<file path="src/rtl/data_c_pipe_sync_stage.sv">
// Registered valid/ready pipeline slice with a skid register; a side-band word
// travels with each stream beat. Forward and backward paths are both registered.
module data_c_pipe_sync_stage #(
  parameter int INF_DSIZE = 32,
  parameter int DSIZE     = 32
) (
  input  logic                 clock,
  input  logic                 rst_n,
  input  logic                 in_inf_valid,
  input  logic [INF_DSIZE-1:0] in_inf_data,
  output logic                 in_inf_ready,
  input  logic [DSIZE-1:0]     in_data,
  output logic                 out_inf_valid,
  output logic [INF_DSIZE-1:0] out_inf_data,
  input  logic                 out_inf_ready,
  output logic [DSIZE-1:0]     out_data
);

  logic                 m_valid_r, m_valid_s;
  logic [INF_DSIZE-1:0] m_data_r, m_data_s;
  logic [DSIZE-1:0]     m_side_r, m_side_s;
  logic                 s_valid_r, s_valid_s;
  logic [INF_DSIZE-1:0] s_data_r, s_data_s;
  logic [DSIZE-1:0]     s_side_r, s_side_s;
  logic                 ready_r;
  logic                 in_xfer_s;
  logic                 out_xfer_s;

  assign in_xfer_s  = in_inf_valid & ready_r;
  assign out_xfer_s = m_valid_r & out_inf_ready;

  // Next-state selection: skid drains first so arrival order is preserved.
  always_comb begin
    m_valid_s = m_valid_r;
    m_data_s  = m_data_r;
    m_side_s  = m_side_r;
    s_valid_s = s_valid_r;
    s_data_s  = s_data_r;
    s_side_s  = s_side_r;
    if (!m_valid_r || out_xfer_s) begin
      if (s_valid_r) begin
        m_valid_s = 1'b1;
        m_data_s  = s_data_r;
        m_side_s  = s_side_r;
        if (in_xfer_s) begin
          s_valid_s = 1'b1;
          s_data_s  = in_inf_data;
          s_side_s  = in_data;
        end else begin
          s_valid_s = 1'b0;
        end
      end else if (in_xfer_s) begin
        m_valid_s = 1'b1;
        m_data_s  = in_inf_data;
        m_side_s  = in_data;
      end else begin
        m_valid_s = 1'b0;
      end
    end else if (in_xfer_s) begin
      s_valid_s = 1'b1;
      s_data_s  = in_inf_data;
      s_side_s  = in_data;
    end else begin
      s_valid_s = s_valid_r;
    end
  end

  // State registers; ready is kept separate so it stays low throughout reset.
  always_ff @(posedge clock or negedge rst_n) begin
    if (!rst_n) begin
      m_valid_r <= 1'b0;
      m_data_r  <= '0;
      m_side_r  <= '0;
      s_valid_r <= 1'b0;
      s_data_r  <= '0;
      s_side_r  <= '0;
      ready_r   <= 1'b0;
    end else begin
      m_valid_r <= m_valid_s;
      m_data_r  <= m_data_s;
      m_side_r  <= m_side_s;
      s_valid_r <= s_valid_s;
      s_data_r  <= s_data_s;
      s_side_r  <= s_side_s;
      ready_r   <= ~s_valid_s;
    end
  end

  assign in_inf_ready  = ready_r;
  assign out_inf_valid = m_valid_r;
  assign out_inf_data  = m_data_r;
  assign out_data      = m_side_r;

endmodule

</file>
<file path="config.mk">
export PLATFORM = sky130hd
export DESIGN_NAME = data_c_pipe_sync_stage
export DESIGN_NICKNAME = d
export VERILOG_FILES = /design/src/rtl/data_c_pipe_sync_stage.sv
export SDC_FILE = /design/constraint.sdc
export NUM_CORES = 1
export LEC_CHECK = 0
export ABC_AREA = 1
export BUFFER_PORTS_ARGS = -buffer_cell sky130_fd_sc_hd__buf_2
export CAP_MARGIN = 30
export CORE_MARGIN = 5
export CORE_UTILIZATION = 49
export DETAILED_ROUTE_END_ITERATION = 10
export PLACE_DENSITY = 0.79
export SYNTH_ARGS = -nofsm -noshare
export SYNTH_HDL_FRONTEND = slang
export SYNTH_SLANG_ARGS = --single-unit
</file>
<file path="constraint.sdc">
create_clock -name clock -period 1 [get_ports clock]
set_input_delay 0.2 -clock clock [delete_from_list [all_inputs] [get_ports clock]]
set_output_delay 0.2 -clock clock [all_outputs]
set_load 0.01 [all_outputs]
</file>
==> impl_results.md <==
* Post-Route Hold Slack at 31.1 ps
* Worst path bufs/invs at 3
* Setup-failing EPs final at 197
* DR vias/cell at 5.20
* Clock skew after layout at 7.02 ps
* Leading post-synthesis cells by cell area: dfrtp_1 (55%), nand2_1 (28%), nand3_1 (11%), buf_2 (2.5%), buf_4 (2.4%)
* Part of the cycle the worst path needs at 1.22
* Worst vdd ir at 1.63 mV
* Half-perimeter wire length after detailed placement at 10200 microns
* Final min period at 1220 ps
* Most used standard cell by instance count after synthesis: nand2_1
* Clock root buffer: clkbuf_16
* Power density cells at 3490 mW/mm^2
* Number of clock sinks seen by CTS at 131
* Overall die area at 0.0145 sq mm
* End-of-flow core utilization at 0.695
* Slew Limit Fails at 0
* Prevailing post-synth register cell: dfrtp_1
* DR iter-0 viols at 579
* Pin slew with the least headroom to its limit at 306 ps
* Number of antenna violations at the first check in global routing at 0
* Synth top area share at 0.549
* Maximum clock frequency at 818 MHz
* Quantity of I/O buffers inserted on ports at 133
* Nature of the critical path endpoint: register
* Highest signal layer in the routed design: met4
* Count of different cell masters after synthesis at 13
* Result of the run: finished with violations
* Cell Area, Synth at 0.00598 sq mm
* Post-synthesis xor/xnor area fraction at 0
* Area taken by flip-flops and latches at 0.00328 sq mm
* Simple-Gate Fraction of Synth Area at 0.394
* Total of flip-flops plus latches after synthesis at 131
* Post-synth EDFFs at 0
* Share of the yosys chip area belonging to registers at 0.549
* Compound-cell area share of the yosys netlist at 0.00168
* ANT cells at 0
* Number of cell rows at 40
* Number of global-route vias before repair at 5532
* Design area at 0.00832 sq mm
* Number of warning messages in the yosys log at 0
* Detailed route wirelength on metal2 at 8480 microns
* Cell type with the largest total area after synthesis: dfrtp_1
* Critical Setup Path Class: register to register
* Router iterations before antenna repair at 5
* Crit-path leading delay family: buffers and inverters
* Main combinational cell family by area after synthesis: simple AND/OR/NAND/NOR gates
* CORE AREA at 0.0120 sq mm
* Number of nets with antenna violations after routing at 0
* Post-Route M1 WL at 7360 microns
* Clock transition time at the flip-flop clock pins of the worst setup and hold paths at 60 ps
* Commonest cells post-synth: nand2_1 (453), dfrtp_1 (131), nand3_1 (128)
* CP Cell Sequence: clkinv_4, nand2_8, nand2_4, buf_12, clkbuf_16, nand2_1, nand2_1
* Detailed-route via count at 5801
* Number of buffers on the longest clock path at 2
* Max-Cap Viols at 0
* Number of inserted filler cells in the final layout at 947
* PnR worst setup slack at -223 ps
* Clock buffer count from CTS at 17
* Clock network latency to the later pin of the worst-skew pair at 410 ps
* Wirelength, routed at 17400 microns
* Slowest stage delay, CP at 400 ps
* Hold Path Class: primary input to register
* Synth Area per Inst at 7.70 sq um
* Cell seen most often among critical-path stages: nand2_1
* Aggregate global routing overflow at 0
* Adder-cell share of the synthesized area at 0
* Worst Setup Start Kind: register
* Routability congestion estimate at 0.815
* Violated checks: setup timing
* Critical path fanouts, max at 9
* Mapped Nets at 844
* TritonCTS clock tree: done
* Area delta synth->final at 39.2%
* Global Route Usage Sum at 0.230
* Fraction of registers with async set or reset after synthesis at 1.00
* Share of final-layout standard cells stronger than drive strength 1 at 0.312
* Initial core utilization at 0.500
* Setup Slack @ Placement at -203 ps
* # IOs at 134
* Proportion of synthesized area in mux cells at 0
* H-tree lvl count at 4
* Routed wirelength normalized by instance count at 15.6 microns
* Global-route wire length before repair at 26800 microns
* DP Area at 0.00692 sq mm
* Multi-input combinational cell area at 0.00259 sq mm
* Slew margin rel. at 0.796
* Routed wire length on met3 at 1180 microns
* Die Y-Extent at 120 microns
* Nets@finish at 1024
* Arrival time at the worst endpoint at 1520 ps
* Remaining design rule violation count at 0
* P_leak at 4.73 nW
* Final Hold Viols at 0
* Synthesized instance count at 776
* RSZ-0062 raised after global routing: true
* Worst endpoint required time at 1300 ps
* Slowest library cell on the worst path: dfrtp_2
* Floorplan die width at 120 microns
* Pin count of the biggest net entering global routing at 49
## flip-flops by register name, indices dropped and copies added, names as in the netlist
register / cells
in_inf_ready: 1
out_data: 32
out_inf_data: 32
out_inf_valid: 1
s_data_r: 32
s_side_r: 32
s_valid_r: 1
## routing by layer
metal,global-route usage,vias to the layer above
li1,-,2786
met1,0.303,2714
met2,0.374,258
met3,0.0533,43
met4,0.0807,0
met5,0,-
## through the flow
step / instances / total power [mW] / TNS [ps]
after detailed placement: 1032 / 19.8 / -22070
after CTS: 1090 / 27.4 / -31070
after floorplan: 776 / 16.5 / -11880
after global placement: 1032 / 19.5 / -17600
final: 1116 / 29.0 / -30970
after global routing: 1116 / 31.1 / -40270
## worst paths after layout
path	from	endpoint	slack (ps)	depth (start not counted)
max	s_valid_r$_DFF_PN0_	s_side_r[5]$_DFFE_PN0P_	-220	7
min	in_inf_data[10]	s_data_r[10]$_DFFE_PN0P_	30	3
max reg2reg	s_valid_r$_DFF_PN0_	s_side_r[5]$_DFFE_PN0P_	-220	7
min reg2reg	s_data_r[28]$_DFFE_PN0P_	s_data_r[28]$_DFFE_PN0P_	470	2
max in group asynchronous	rst_n	out_data[16]$_DFFE_PN0P_	280	3
min in group asynchronous	rst_n	s_data_r[14]$_DFFE_PN0P_	230	2
## cell usage in the layout (no fill, tap or decap), drive strengths merged
master,netlist,routed
nand2,455,455
buf,51,210
nand3,128,128
clkinv,0,6
nor2,1,1
clkinvlp,0,3
dfrtp,131,131
bufinv,0,2
a21oi,1,1
clkbuf,5,27
o21ai,1,1
dlygate4sd3,0,1
inv,3,2
bufbuf,0,1
## cell type report
cell class                 count  area share
tap                          147      0.0221
timing repair buffer         217       0.202
clock buffer                  22      0.0558
multi-input combinational    586       0.311
clock inverter                10      0.0129
inverter                       3     0.00196
sequential                   131       0.394
## cells by family after synthesis
group	Yosys count
simple gates	584
flops	131
buf+inv	59
compound gates	2
## repair_timing
| item | CTS | global route |
|---|---|---|
| cloned | 3 | 5 |
| endpoints found under the setup margin | 197 | 197 |
| pin swaps | 3 | 2 |
| buffers inserted | 23 | 21 |
| resized for setup | 24 | 53 |
| hold buffers | 1 | 0 |
| endpoints found under the hold margin | 131 | 0 |
## power breakdown
part	switching (mW)	internal, mW
sequential	1.51	7.85
combinational	7.67	5.99
clock	2.23	3.78
total	11.4	17.6
## tightest hold or removal path: cells and delay by family
| family | cells | cell delay [ps] |
|---|---|---|
| simple gates | 2 | 110 |
| buf+inv | 1 | 100 |
(Power assumes the default switching activity.)
